File: src/rtl/rr_grant_arbiter8_if.sv
// rr_grant_arbiter8_if
//   Bundles the request/grant signals of the 8-way round-robin arbiter.
//   master : requester side (drives en/req, observes the grant).
//   slave  : arbiter side (samples en/req, drives the grant outputs).
//   en         1  new grants may be issued
//   req        8  request vector, bit i = requester i
//   gnt        8  registered one-hot grant, zero when idle
//   gnt_idx    3  binary owner index, meaningful while gnt_vld=1
//   gnt_vld    1  a grant is active (equals |gnt)
//   forced_rel 1  one-cycle pulse when a grant ended by hold timeout
interface rr_grant_arbiter8_if;
  logic       en;
  logic [7:0] req;
  logic [7:0] gnt;
  logic [2:0] gnt_idx;
  logic       gnt_vld;
  logic       forced_rel;

  modport master (
    output en,
    output req,
    input  gnt,
    input  gnt_idx,
    input  gnt_vld,
    input  forced_rel
  );

  modport slave (
    input  en,
    input  req,
    output gnt,
    output gnt_idx,
    output gnt_vld,
    output forced_rel
  );
endinterface

File: src/rtl/rr_grant_arbiter8.sv
// rr_grant_arbiter8
//   Round-robin arbiter sharing one resource among 8 requesters. The winner
//   gets a registered one-hot grant plus its binary index. The owner keeps
//   the grant while it requests, up to MAX_HOLD consecutive cycles; a
//   timeout release is flagged by a one-cycle forced_rel pulse. Every grant
//   is followed by at least one idle cycle, and the search pointer moves to
//   the requester after the last owner.
// Ports
//   clk   in  rising-edge clock
//   rst   in  asynchronous, active-high reset
//   bus   slave modport of rr_grant_arbiter8_if (en, req in; gnt, gnt_idx,
//         gnt_vld, forced_rel out, all registered)
// Parameters
//   MAX_HOLD  max consecutive busy cycles per grant (>= 1)
//   CNT_W     hold counter width, 2**CNT_W > MAX_HOLD
module rr_grant_arbiter8 #(
  parameter int MAX_HOLD = 16,
  parameter int CNT_W    = 5
) (
  input  logic                 clk,
  input  logic                 rst,
  rr_grant_arbiter8_if.slave   bus
);

  typedef enum logic {IDLE, BUSY} state_t;

  state_t           state_p0, state_nxt;
  logic [2:0]       ptr_p0,   ptr_nxt;
  logic [CNT_W-1:0] hold_p0,  hold_nxt;
  logic [7:0]       gnt_p0,   gnt_nxt;
  logic [2:0]       idx_p0,   idx_nxt;
  logic             vld_p0,   vld_nxt;
  logic             frel_p0,  frel_nxt;

  logic [2:0]       winner;
  logic             owner_req;
  logic             hold_last;

  // First set bit of r when scanning p, p+1, ..., p+7 (mod 8).
  function automatic logic [2:0] rr_pick(input logic [7:0] r,
                                         input logic [2:0] p);
    logic [2:0] idx;
    logic       found;
    rr_pick = 3'd0;
    found   = 1'b0;
    for (int k = 0; k < 8; k++) begin
      idx = p + 3'(k);
      if (!found && r[idx]) begin
        rr_pick = idx;
        found   = 1'b1;
      end
    end
  endfunction

  function automatic logic [7:0] onehot8(input logic [2:0] i);
    onehot8 = 8'h01 << i;
  endfunction

  assign winner    = rr_pick(bus.req, ptr_p0);
  assign owner_req = bus.req[idx_p0];
  assign hold_last = (hold_p0 == CNT_W'(MAX_HOLD - 1));

  always_comb begin
    state_nxt = state_p0;
    ptr_nxt   = ptr_p0;
    hold_nxt  = hold_p0;
    idx_nxt   = idx_p0;
    vld_nxt   = vld_p0;
    frel_nxt  = 1'b0;

    case (state_p0)
      IDLE: begin
        vld_nxt = 1'b0;
        if (bus.en && (bus.req != 8'h00)) begin
          idx_nxt   = winner;
          vld_nxt   = 1'b1;
          hold_nxt  = '0;
          state_nxt = BUSY;
        end
      end
      BUSY: begin
        // A voluntary release wins over a coincident timeout, so forced_rel
        // only flags grants that were actually cut short.
        if (!owner_req || hold_last) begin
          frel_nxt  = owner_req;
          vld_nxt   = 1'b0;
          ptr_nxt   = idx_p0 + 3'd1;
          state_nxt = IDLE;
        end else begin
          hold_nxt = hold_p0 + CNT_W'(1);
        end
      end
    endcase

    gnt_nxt = vld_nxt ? onehot8(idx_nxt) : 8'h00;
  end

  // Stage p0: state and registered outputs
  always_ff @(posedge clk or posedge rst) begin
    if (rst) begin
      state_p0 <= IDLE;
      ptr_p0   <= 3'd0;
      hold_p0  <= '0;
      gnt_p0   <= 8'h00;
      idx_p0   <= 3'd0;
      vld_p0   <= 1'b0;
      frel_p0  <= 1'b0;
    end else begin
      state_p0 <= state_nxt;
      ptr_p0   <= ptr_nxt;
      hold_p0  <= hold_nxt;
      gnt_p0   <= gnt_nxt;
      idx_p0   <= idx_nxt;
      vld_p0   <= vld_nxt;
      frel_p0  <= frel_nxt;
    end
  end

  assign bus.gnt        = gnt_p0;
  assign bus.gnt_idx    = idx_p0;
  assign bus.gnt_vld    = vld_p0;
  assign bus.forced_rel = frel_p0;

endmodule

File: src/flat_wrapper.sv
// flat-port wrapper written by rule: the top's interface ports become plain ports
module rr_grant_arbiter8_flat 
#(
  parameter int MAX_HOLD = 16,
  parameter int CNT_W    = 5
)
  (clk, rst, bus_en, bus_req, bus_gnt, bus_gnt_idx, bus_gnt_vld, bus_forced_rel);
  rr_grant_arbiter8_if bus_i ();
  input  logic clk;
  input  logic rst;
  input wire logic [$bits(bus_i.en)-1:0] bus_en;
  input wire logic [$bits(bus_i.req)-1:0] bus_req;
  output wire logic [$bits(bus_i.gnt)-1:0] bus_gnt;
  output wire logic [$bits(bus_i.gnt_idx)-1:0] bus_gnt_idx;
  output wire logic [$bits(bus_i.gnt_vld)-1:0] bus_gnt_vld;
  output wire logic [$bits(bus_i.forced_rel)-1:0] bus_forced_rel;
  assign bus_i.en = bus_en;
  assign bus_i.req = bus_req;
  assign bus_gnt = bus_i.gnt;
  assign bus_gnt_idx = bus_i.gnt_idx;
  assign bus_gnt_vld = bus_i.gnt_vld;
  assign bus_forced_rel = bus_i.forced_rel;
  rr_grant_arbiter8 #(.MAX_HOLD(MAX_HOLD), .CNT_W(CNT_W)) u_core (.clk(clk), .rst(rst), .bus(bus_i));
endmodule
File: config.mk
export PLATFORM = sky130hd
export DESIGN_NAME = rr_grant_arbiter8_flat
export DESIGN_NICKNAME = d
export VERILOG_FILES = /design/src/rtl/rr_grant_arbiter8_if.sv /design/src/rtl/rr_grant_arbiter8.sv /design/src/flat_wrapper.sv
export SDC_FILE = /design/constraint.sdc
export NUM_CORES = 1
export LEC_CHECK = 0
export BUFFER_PORTS_ARGS = -buffer_cell sky130_fd_sc_hd__buf_2
export CAP_MARGIN = 10
export CORE_MARGIN = 3
export CORE_UTILIZATION = 35
export CTS_BUF_LIST = sky130_fd_sc_hd__clkbuf_16
export CTS_CLUSTER_SIZE = 16
export DETAILED_ROUTE_END_ITERATION = 8
export PLACE_DENSITY_LB_ADDON = 0.2
export SLEW_MARGIN = 20
export SYNTH_ARGS = -nofsm -noshare
export SYNTH_HDL_FRONTEND = slang
export SYNTH_SLANG_ARGS = --single-unit
export TNS_END_PERCENT = 5
File: constraint.sdc
create_clock -name clk -period 3.24 [get_ports clk]
set_input_delay 0.324 -clock clk [delete_from_list [all_inputs] [get_ports clk]]
set_output_delay 0.324 -clock clk [all_outputs]
set_load 0.02 [all_outputs]
; ---- After elaboration in Yosys (flattened, before gate mapping)
; Index checks and enable logic that the tools add are counted.
[totals]
input_bits = 11
out_inout_bits = 13
elab_cells = 96
ff_bits = 22
[op_classes]
eq_ne = 3
magnitude_cmp = 9
bitwise_logic = 1
reduce_logical = 20
shift = 1
add_sub_neg = 9
muxes = 46
[op_table]
columns = op, n
row1 = < comparator 3 x 4 -> 1 bit (second input constant), 9
row2 = 2-to-1 mux 3 bit, 10
row3 = binary-select mux 1 bit (select 3 bit), 9
row4 = 2-to-1 mux 1 bit, 21
row5 = adder 3 bit (second input constant), 4
row6 = 2-to-1 mux 5 bit, 2
row7 = case mux 5 bit (2 select lines), 1
row8 = logical AND 1 bit, 8
row9 = zero test 1 bit, 8
row10 = 2-to-1 mux 8 bit, 1
row11 = nonzero test 8 bit, 1
row12 = left shift 1 x 3 -> 8 bit (first input constant), 1
row13 = adder 3 x 1 -> 3 bit (second input constant), 2
row14 = adder 3 x 2 -> 3 bit (second input constant), 2
row15 = adder 5 x 1 -> 5 bit (second input constant), 1
row16 = equality test 5 x 4 -> 1 bit (second input constant), 1
row17 = case mux 1 bit (2 select lines), 2
row18 = AND reduction 2 bit, 2
row19 = != test 2 x 1 -> 1 bit (second input constant), 1
row20 = != test 2 bit (second input constant), 1
row21 = logical OR 1 bit, 1
row22 = NOT 1 bit, 1

; ---- Depth between registers and ports, before layout
; Gate-level depths: netlist of run 1.
[depth]
word_depth = 28
mapped_depth = 14
depth_no_buf = 11

; ---- Worst setup path before layout of run 1
; Ideal clock, no wire load.
[synth_path]
path_kind = reg-to-reg
startpoint = register u_core.ptr_p0[0]
endpoint = register u_core.gnt_p0[3] (netlist: u_core.bus.gnt[3])
path_stages_with_launch = 13
setup_ns = 0.072
required_ns = 3.168
synth_period_minus_slack_ns = 3.092
arrival_ns = 3.020
path_buffers = 2
setup_slack_ns = 0.148
path_cell_list = dfrtp_1 > buf_4 > inv_1 > ha_1 > buf_2 > mux2_2 > mux4_2 > a21oi_1 > o211ai_1 > and4_1 > a211oi_2 > o21bai_1 > nor2_1
[synth_between]
elab_chain_cells = 28
word_cells_on_any_way = 56
cone_classes = add/sub (7) / shift (1) / mux (34) / reduce/logical (14)
[synth_rtl]
columns = element, line
row1 = from (decl), rr_grant_arbiter8.sv:28  ; logic [2:0] ptr_p0, ptr_nxt;
row2 = from (signal assigned), rr_grant_arbiter8.sv:110  ; ptr_p0 <= ptr_nxt;
row3 = branches (longest 23 deep; another with adder 3 x 1 -> 3 bit), -
row4 = 2-to-1 mux 3 bit (*), rr_grant_arbiter8.sv:48  ; if (!found && r[idx]) begin
row5 = 2-to-1 mux 3 bit (*), rr_grant_arbiter8.sv:74  ; if (bus.en && (bus.req != 8'h00)) begin
row6 = 2-to-1 mux 3 bit (*), rr_grant_arbiter8.sv:71  ; case (state_p0)
row7 = left shift 1 x 3 -> 8 bit (*), rr_grant_arbiter8.sv:56  ; onehot8 = 8'h01 << i;
row8 = 2-to-1 mux 8 bit (*), rr_grant_arbiter8.sv:95  ; gnt_nxt = vld_nxt ? onehot8(idx_nxt) : 8'h00;
row9 = named net u_core.gnt_nxt[3], rr_grant_arbiter8.sv:30  ; logic [7:0] gnt_p0, gnt_nxt;
row10 = to (signal assigned), rr_grant_arbiter8.sv:112  ; gnt_p0 <= gnt_nxt;
row11 = to (decl), rr_grant_arbiter8.sv:30
; Mark *: on every way through the listed nets, which the timed path passes. The select of a mux whose other input is x is not followed.
; A chain may end at the register's enable or synchronous reset.

; ---- Worst setup path in the final report of run 1
[layout_path]
startpoint = register u_core.ptr_p0[1]
endpoint = register u_core.gnt_p0[1] (netlist: u_core.bus.gnt[1])
[layout_between]
elab_chain_cells = 28
word_cells_on_any_way = 56
cone_classes = add/sub (7) / shift (1) / mux (34) / reduce/logical (14)
[layout_rtl]
columns = element, line
row1 = branches (longest 23 deep; another with adder 3 x 1 -> 3 bit), -
row2 = 2-to-1 mux 3 bit (*), rr_grant_arbiter8.sv:48
row3 = 2-to-1 mux 3 bit (*), rr_grant_arbiter8.sv:74
row4 = 2-to-1 mux 3 bit (*), rr_grant_arbiter8.sv:71
row5 = named net u_core.idx_nxt[1], rr_grant_arbiter8.sv:31  ; logic [2:0] idx_p0, idx_nxt;
row6 = left shift 1 x 3 -> 8 bit (*), rr_grant_arbiter8.sv:56
row7 = 2-to-1 mux 8 bit (*), rr_grant_arbiter8.sv:95
row8 = named net u_core.gnt_nxt[1], rr_grant_arbiter8.sv:30
; Marked as above.

==> results of run 1 <==
## layer usage
metal / track usage / share of wire / vias up
met5: 0 / 0 / -
met2: 0.247 / 0.48 / 37
met1: 0.241 / 0.47 / 831
met3: 0.0213 / 0.038 / 6
li1: - / - / 810
met4: 0.0490 / 0.015 / 0
## sequential cells by signal, indices dropped and copies added (netlist names)
signal and flops:
u_core.bus.forced_rel 1, u_core.bus.gnt_idx 3, u_core.hold_p0 5, u_core.ptr_p0 3, u_core.state_p0 1, u_core.bus.gnt_vld 1
u_core.bus.gnt 8
## cell families after synthesis
| logic type | after synthesis | share of synthesized area |
|---|---|---|
| AOI/OAI and AO/OA | 38 | 0.139 |
| buffers and inverters | 22 | 0.0516 |
| xor gates and xnor gates | 3 | 0.0136 |
| and+or+nand+nor | 74 | 0.206 |
| muxes | 36 | 0.274 |
| DFF | 22 | 0.284 |
| adders and majority gates | 5 | 0.0323 |
## cells in the final DEF, fill, tap and decap left out, types with 5 or more instances in the layout
cell and count:
o21ai_0 12, nand2_1 13, nor3_1 6, nand3_1 15, buf_4 8, dfrtp_1 22
buf_2 23, mux2_2 13, mux4_2 12, inv_1 8, mux2i_1 10, nor2_1 11
or3_1 5
## worst paths after layout
check                      cells past startpoint                       endpoint  slack [ns]
max                                           11    u_core.bus.gnt[1]$_DFF_PP0_        0.23
min                                            2  u_core.hold_p0[0]$_DFFE_PP0P_        0.22
max reg2reg                                   11    u_core.bus.gnt[1]$_DFF_PP0_        0.23
min reg2reg                                    2  u_core.hold_p0[4]$_DFFE_PP0P_        0.50
max in group asynchronous                      2    u_core.bus.gnt[0]$_DFF_PP0_        2.52
min in group clk                               2  u_core.hold_p0[4]$_DFFE_PP0P_        0.50
## worst register-to-register path: stages, from the launching register on
cell      delay, ns
dfrtp_1        0.36
clkinv_1       0.09
ha_2           0.39
buf_6          0.21
mux4_2         0.58
a211o_1        0.35
or3_4          0.37
nand4_1        0.13
o21ai_2        0.06
a21o_4         0.23
inv_4          0.09
nor2_2         0.04
## through the flow
step / total power [uW] / instance area (um2) / setup slack (ns)
2_1_floorplan: 1810 / 1940 / 0.148
3_3_place_gp: 2260 / 2150 / 0.231
3_5_place_dp: 2240 / 2150 / 0.184
4_1_cts: 2600 / 2250 / 0.171
5_1_grt: 2830 / 2260 / 0.0138
6_report: 2620 / 2260 / 0.227
## layout make-up
cell class | instances | share of cell area
Timing Repair Buffer | 32 | 0.0824
Sequential cell | 22 | 0.243
Inverter | 10 | 0.0177
Clock inverter | 1 | 0.0133
Tap cell | 70 | 0.0387
Multi-Input combinational cell | 156 | 0.572
Clock buffer | 3 | 0.0332
## power by group through the flow
stage,combinational (uW),sequential (uW),clock [uW]
detailed placement,1790,452,0
CTS,1800,447,351
finish,1830,446,341
floorplan,1310,498,0
global route,2010,462,361
global placement,1800,453,0
## repair_timing
item / in CTS / in global routing
endpoints found under the setup margin: 0 / 4
setup buffers: 0 / 0
resized for setup: 0 / 3
==> impl_metrics.json, run 1 <==
{
  "h-tree-depth": 1,
  "synth-seq-cells": 22,
  "multi_input_area_um2": 1290,
  "required_ns": 3.38,
  "finalNetCount": 241,
  "ys.warnings.count": 0,
  "power_switching_uw": 1180,
  "powerDensity_nw_per_um2": 1160,
  "wire_per_inst_um": 16.6,
  "critPathTopFamily": "compound AO/OA/AOI/OAI gates",
  "syn_area_um2": 1940,
  "grtUsageTotal": 0.163,
  "grt_pass1_wl_mm": 8.31,
  "worstSkewPairLatency_ns": 0.25,
  "grt_max_degree": 23,
  "cp_slowest_cell": "mux4_2",
  "clock_skew_ns": 0.00200,
  "rows": 26,
  "path_cells": "clkinv_1 -> ha_2 -> buf_6 -> mux4_2 -> a211o_1 -> or3_4 -> nand4_1 -> o21ai_2 -> a21o_4 -> inv_4 -> nor2_2",
  "postCtsHoldBufs": 0,
  "synth.most_common_cell": "dfrtp_1",
  "root_buffer": "clkbuf_16",
  "worstSetupEndpointType": "register",
  "power.share.switching": 0.451,
  "holdWs_ns": 0.216,
  "dp.final_hpwl_mm": 3.61,
  "area_growth_pct": 16.8,
  "cts_buffers": 3,
  "clock-sinks": 22,
  "cts_tree": "done",
  "final_hold_viol_count": 0,
  "fin_util": 0.432,
  "ant_nets": 0,
  "initial_core_util": 0.370,
  "synthCells": 200,
  "synth-main-ff-cell": "dfrtp_1",
  "drive_above_1_share": 0.335,
  "syn_area_per_cell_um2": 9.69,
  "dieArea_um2": 6470,
  "crit_arrival_ns": 3.16,
  "place_inst": 290,
  "synth_edf_count": 0,
  "final_cells": 294,
  "synth_common_cells": "dfrtp_1, nand3_1, mux2_2, nand2_1",
  "timing.critical_path.from": "u_core.ptr_p0[1]$_DFFE_PP0P_",
  "drt-total-wl_mm": 4.87,
  "start_kind": "register",
  "synthArstFlopShare": 1.00,
  "clk_pin_slew_ns": 0.06,
  "regArea_um2": 551,
  "yosys.area.top_type": "dfrtp_1",
  "initialDrtViolationCount": 114,
  "seqPwrFrac": 0.171,
  "combPwrFrac": 0.699,
  "routed_via_density": 5.73,
  "tns_ns": 0,
  "clockPowerShare": 0.130,
  "grt-ovfl-total": 0,
  "status": "finished clean",
  "cap_violations": 0,
  "peakVddDrop_mv": 0.626,
  "core-area_um2": 5240,
  "path_class": "register to register",
  "vias": 1684,
  "final.fill_count": 518,
  "tightest_slew_ns": 0.810,
  "synth_cell_type_count": 49,
  "netlist.area_leader.share": 0.284,
  "gp_congestion": 0.844,
  "period_minus_slack_ns": 3.01,
  "drc": 0,
  "slowest_delay_ns": 0.58,
  "portBuffers": 23,
  "grt_antenna_before_repair": 0,
  "clock_tree.buffer_depth": 2,
  "rsz0062_at_grt": "no",
  "path_buf_inv": 3,
  "io-pin-count": 24,
  "maxSlewViolCount": 0,
  "max_freq_mhz": 332,
  "first_pass_iters": 4,
  "synth.area.top_cells": "dfrtp_1, mux4_2, mux2_2",
  "antenna_cells": 0,
  "relSlewSlack": 0.459,
  "die_h_um": 80.4,
  "hold_class": "input pin to asynchronous set/reset pin",
  "p_int_uw": 1440,
  "critPathMaxFanout": 15,
  "die_w_um": 80.4,
  "synth_seq_area_share": 0.284,
  "syn-num-nets": 216,
  "total_leakage_power_uw": 0.000994,
  "rr_startpoint": "u_core.ptr_p0[1]$_DFFE_PP0P_",
  "grt_pass1_vias": 1671,
  "setup_viol_count_final": 0,
  "min_period_over_period": 0.930
}
No activity file was read; power rests on OpenSTA's default activity.
==> run 2, diff against run 1 <==
--- a/config.mk
+++ b/config.mk
@@ -5,6 +5,7 @@
 export SDC_FILE = /design/constraint.sdc
 export NUM_CORES = 1
 export LEC_CHECK = 0
+export ABC_AREA = 1
 export BUFFER_PORTS_ARGS = -buffer_cell sky130_fd_sc_hd__buf_2
 export CAP_MARGIN = 10
 export CORE_MARGIN = 3
==> impl_metrics.json, run 2 <==
{
  "status": "finished clean",
  "area_growth_pct": 15.4,
  "regArea_um2": 551,
  "critPathTopFamily": "simple AND/OR/NAND/NOR gates",
  "post_cts_resized": 0,
  "cap_violations": 0,
  "dp_slack_ns": 0.484,
  "yosys.area.top_type": "dfrtp_1",
  "grt_antenna_before_repair": 0,
  "grt_pass1_wl_mm": 7.36,
  "final_hold_viol_count": 0,
  "wire_per_inst_um": 13.4,
  "start_kind": "register",
  "portBuffers": 23,
  "h-tree-depth": 1,
  "postCtsHoldBufs": 0,
  "core-area_um2": 4470,
  "rsz0062_at_grt": "no",
  "min_period_over_period": 0.871,
  "antenna_cells": 0,
  "cp_slowest_cell": "dfrtp_1",
  "timing.critical_path.from": "u_core.ptr_p0[0]$_DFFE_PP0P_",
  "finalNetCount": 280,
  "ys.warnings.count": 0,
  "setup_viol_count_final": 0,
  "setup_ws_ns": 0.419,
  "maxSlewViolCount": 0,
  "max_freq_mhz": 355,
  "grt_max_degree": 23,
  "worstSkewPairLatency_ns": 0.26,
  "crit_top_cell": "nand2_1",
  "initialDrtViolationCount": 96,
  "die_h_um": 74.9,
  "syn_area_per_cell_um2": 6.95,
  "synth.area.top_cells": "dfrtp_1, nand2_1, nand3_1",
  "layout_common_cells": "nand2_1, nor2_1, nand3_1, buf_2, dfrtp_1",
  "slowest_delay_ns": 0.58,
  "io-pin-count": 24,
  "relSlewSlack": 0.422,
  "first_pass_iters": 5,
  "routed_via_density": 5.04,
  "hold_class": "input pin to asynchronous set/reset pin",
  "clock_skew_ns": 0.00166,
  "holdWs_ns": 0.240,
  "synth.most_common_cell": "nand2_1",
  "crit_arrival_ns": 3.00,
  "syn-num-nets": 255,
  "die_w_um": 74.9,
  "grt-ovfl-total": 0,
  "gp_congestion": 0.958,
  "synth-main-ff-cell": "dfrtp_1",
  "path_class": "register to register",
  "required_ns": 3.42,
  "path_cells": "inv_2 -> ha_1 -> inv_2 -> nand3_1 -> nand3_1 -> nand2_2 -> nor2_4 -> nand4_1 -> nor2_1 -> nor2_1 -> nand2_1 -> nand2_1 -> nand3_1 -> nand2_1 -> inv_2 -> nand2_1 -> nor2_1",
  "synth_edf_count": 0,
  "synth-seq-cells": 22,
  "synthArstFlopShare": 1.00,
  "drt-total-wl_mm": 4.22,
  "largest_register_ffs": 8,
  "powerDensity_nw_per_um2": 1240,
  "critPathMaxFanout": 12,
  "total_leakage_power_uw": 0.00104,
  "final.fill_count": 466,
  "synthCells": 239,
  "grtUsageTotal": 0.171,
  "root_buffer": "clkbuf_16",
  "netlist.area_leader.share": 0.332,
  "vias": 1588,
  "dieArea_um2": 5610,
  "post_cts.repair.setup_buffers": 0,
  "fin_util": 0.428,
  "grt_pass1_vias": 1537,
  "tightest_slew_ns": 0.866,
  "ant_nets": 0,
  "clock-sinks": 22,
  "tns_ns": 0,
  "synth_seq_area_share": 0.332,
  "rows": 24,
  "cts_buffers": 3,
  "syn_area_um2": 1660,
  "drc": 0,
  "worstSetupEndpointType": "register",
  "synth_cell_type_count": 33,
  "path_buf_inv": 3,
  "multi_input_area_um2": 980,
  "dp.final_hpwl_mm": 3.32,
  "layout_commonest_cell": "nand2_1",
  "period_minus_slack_ns": 2.82,
  "drive_above_1_share": 0.205,
  "synth_common_cells": "nand2_1, nor2_1, nand3_1",
  "peakVddDrop_mv": 0.520,
  "cts_tree": "done",
  "initial_core_util": 0.371,
  "clk_pin_slew_ns": 0.06,
  "clock_tree.buffer_depth": 2,
  "rr_startpoint": "u_core.ptr_p0[0]$_DFFE_PP0P_"
}
[run 2: path summary, 6_finish.rpt]
path	end	slack, ns	cells past startpoint
max in group asynchronous	u_core.hold_p0[4]$_DFFE_PP0P_	2.47	2
worst min register to register	u_core.hold_p0[0]$_DFFE_PP0P_	0.53	1
worst max-delay path	u_core.bus.gnt[1]$_DFF_PP0_	0.42	17
worst min-delay path	u_core.bus.gnt_idx[2]$_DFF_PP0_	0.24	2
min in group clk	u_core.hold_p0[0]$_DFFE_PP0P_	0.53	1
worst max register to register	u_core.bus.gnt[1]$_DFF_PP0_	0.42	17
[run 2: stage by stage]
step	total power (uW)	cells	area, um2
final	2380	315	1920
after global routing	2620	315	1920
after CTS	2370	315	1920
after detailed placement	2010	311	1810
after global placement	2030	311	1810
after floorplan	1690	239	1660
[run 2: power breakdown]
part           leakage [uW]  total, uW  switching [uW]  internal [uW]
logic              0.000698       1540            1040            500
registers          0.000290        482             126            356
clock network     0.0000511        349             104            245
[run 2: cell type report]
class                   instances  area share
flip-flops and latches         22       0.287
inverters                      26      0.0523
clock inverters                 1      0.0157
repair buffers                 23      0.0601
multi-input cells             188       0.511
clock buffers                   3      0.0392
well taps                      52      0.0340
[run 2: logic make-up after synthesis]
logic type	share of synthesized area
xor+xnor	0.0497
flops	0.332
fa+ha+maj	0.0377
buf+inv	0.0784
compound gates	0.0784
simple gates	0.424
[run 2: routing by layer]
metal  routed length, um  share of wire  up-vias  global-route usage
met1                2100           0.50      722               0.250
met3                 193          0.046        5              0.0214
met2                1880           0.45       39               0.260
met5                   0              0        -                   0
li1                    -              -      822                   -
met4                  48          0.011        0              0.0593
==> run 3, diff against run 2 <==
--- a/config.mk
+++ b/config.mk
@@ -8,13 +8,15 @@
 export ABC_AREA = 1
 export BUFFER_PORTS_ARGS = -buffer_cell sky130_fd_sc_hd__buf_2
 export CAP_MARGIN = 10
+export CELL_PAD_IN_SITES_DETAIL_PLACEMENT = 2
+export CELL_PAD_IN_SITES_GLOBAL_PLACEMENT = 2
 export CORE_MARGIN = 3
-export CORE_UTILIZATION = 35
+export CORE_UTILIZATION = 28
 export CTS_BUF_LIST = sky130_fd_sc_hd__clkbuf_16
 export CTS_CLUSTER_SIZE = 16
 export DETAILED_ROUTE_END_ITERATION = 8
 export PLACE_DENSITY_LB_ADDON = 0.2
-export SLEW_MARGIN = 20
+export SLEW_MARGIN = 0
 export SYNTH_ARGS = -nofsm -noshare
 export SYNTH_HDL_FRONTEND = slang
 export SYNTH_SLANG_ARGS = --single-unit
==> impl_metrics.json, run 3 (same netlist as run 2, synthesis figures left out) <==
{
  "required_ns": 3.42,
  "routed_via_density": 4.89,
  "worstSetupEndpointType": "register",
  "dieArea_um2": 6890,
  "critPathMaxFanout": 12,
  "rows": 27,
  "placed_cell_area_um2": 1840,
  "grt_pass1_wl_mm": 9.79,
  "drt-total-wl_mm": 5.77,
  "dp_slack_ns": 0.295,
  "cts_tree": "done",
  "min_period_over_period": 0.865,
  "grt_pass1_vias": 1851,
  "grt-ovfl-total": 0,
  "core-area_um2": 5610,
  "setup_viol_count_final": 0,
  "grt_max_degree": 23,
  "seqPwrFrac": 0.192,
  "r2r_slack_ns": 0.44,
  "total_leakage_power_uw": 0.00104,
  "largest_register_ffs": 8,
  "dp.final_hpwl_mm": 4.57,
  "first_pass_iters": 4,
  "relSlewSlack": 0.409,
  "tightest_slew_ns": 0.885,
  "setup_ws_ns": 0.438,
  "antenna_cells": 0,
  "combPwrFrac": 0.668,
  "rsz0062_at_grt": "no",
  "path_class": "register to register",
  "initialDrtViolationCount": 63,
  "postCtsHoldBufs": 0,
  "max_freq_mhz": 357,
  "final_cells": 336,
  "die_w_um": 83.0,
  "clockPowerShare": 0.140,
  "period_minus_slack_ns": 2.80,
  "powerDensity_nw_per_um2": 1280,
  "area_growth_pct": 17.4,
  "drc": 0,
  "wire_per_inst_um": 17.2,
  "worstSkewPairLatency_ns": 0.25,
  "start_kind": "register",
  "hold_class": "input pin to asynchronous set/reset pin",
  "clock-sinks": 22,
  "grt_antenna_before_repair": 0,
  "ant_nets": 0,
  "finalNetCount": 281,
  "root_buffer": "clkbuf_16",
  "clock_tree.buffer_depth": 2,
  "status": "finished clean",
  "final_area_um2": 1950,
  "cts_buffers": 3,
  "layout_common_cells": "nand2_1, nor2_1, nand3_1, buf_2, dfrtp_1",
  "crit_arrival_ns": 2.99,
  "holdWs_ns": 0.252,
  "tns_ns": 0,
  "portBuffers": 23,
  "maxSlewViolCount": 0,
  "power.share.switching": 0.554,
  "drive_above_1_share": 0.212,
  "peakVddDrop_mv": 0.453,
  "power_switching_uw": 1380,
  "p_int_uw": 1110,
  "io-pin-count": 24,
  "gp_congestion": 0.855,
  "vias": 1644,
  "final_hold_viol_count": 0,
  "layout_commonest_cell": "nand2_1",
  "die_h_um": 83.0,
  "clock_skew_ns": 0.00162,
  "grtUsageTotal": 0.175,
  "initial_core_util": 0.296,
  "h-tree-depth": 1,
  "cap_violations": 0,
  "clk_pin_slew_ns": 0.06,
  "place_inst": 332
}
run 3: layout make-up:
class                   count  area, um2
repair buffers             24        123
clock inverters             1       30.0
well taps                  72       90.1
flip-flops and latches     22        552
inverters                  26        100
clock buffers               3       75.1
fillers                   697       3660
multi-input cells         188        980
run 3: repair_timing:
| action | in CTS | in global routing |
|---|---|---|
| resized for setup | 0 | 1 |
| endpoints found under the setup margin | 0 | 5 |
| setup buffers | 0 | 0 |
| endpoints found under the hold margin | 0 | 0 |
run 3: critical path, stage by stage, from the launching register on:
cell     delay, ns
dfrtp_2       0.50
inv_2         0.13
ha_1          0.43
inv_2         0.15
nand3_1       0.14
nand2_1       0.11
nand2_1       0.05
nand2_1       0.11
nand3_2       0.11
nor2_4        0.14
nand4_2       0.17
nand2_1       0.13
nand2_1       0.07
nand3_1       0.10
nand2_1       0.11
inv_2         0.10
nand2_1       0.07
nor2_1        0.11
run 3: final timing paths:
| path | start | depth (start not counted) | to |
|---|---|---|---|
| setup / recovery | u_core.ptr_p0[0]$_DFFE_PP0P_ | 17 | u_core.bus.gnt[7]$_DFF_PP0_ |
| setup reg to reg | u_core.ptr_p0[0]$_DFFE_PP0P_ | 17 | u_core.bus.gnt[7]$_DFF_PP0_ |
| hold reg to reg | u_core.hold_p0[1]$_DFFE_PP0P_ | 1 | u_core.hold_p0[1]$_DFFE_PP0P_ |
| max in group asynchronous | rst | 2 | u_core.ptr_p0[0]$_DFFE_PP0P_ |
| hold / removal | rst | 2 | u_core.bus.gnt_vld$_DFF_PP0_ |
| min in group clk | u_core.hold_p0[1]$_DFFE_PP0P_ | 1 | u_core.hold_p0[1]$_DFFE_PP0P_ |
run 3: layer usage:
metal	global-route usage	vias up	routed length, um
li1	-	825	-
met1	0.242	804	2880
met2	0.300	13	2780
met3	0.0129	2	84
met4	0.0312	0	19
met5	0	-	0
run 3: power groups by stage:
stage / Sequential (uW) / Clock, uW / Combinational, uW
after floorplan: 465 / 0 / 1230
after global placement: 478 / 0 / 1640
after detailed placement: 484 / 0 / 1670
after CTS: 480 / 358 / 1690
after global routing: 497 / 368 / 1890
final: 480 / 350 / 1670
run 3: through the flow:
stage | total power, uW | utilization
final | 2500 | 0.348
after global routing | 2760 | 0.348
after CTS | 2530 | 0.347
after detailed placement | 2150 | 0.329
after global placement | 2120 | 0.329
after floorplan | 1690 | -
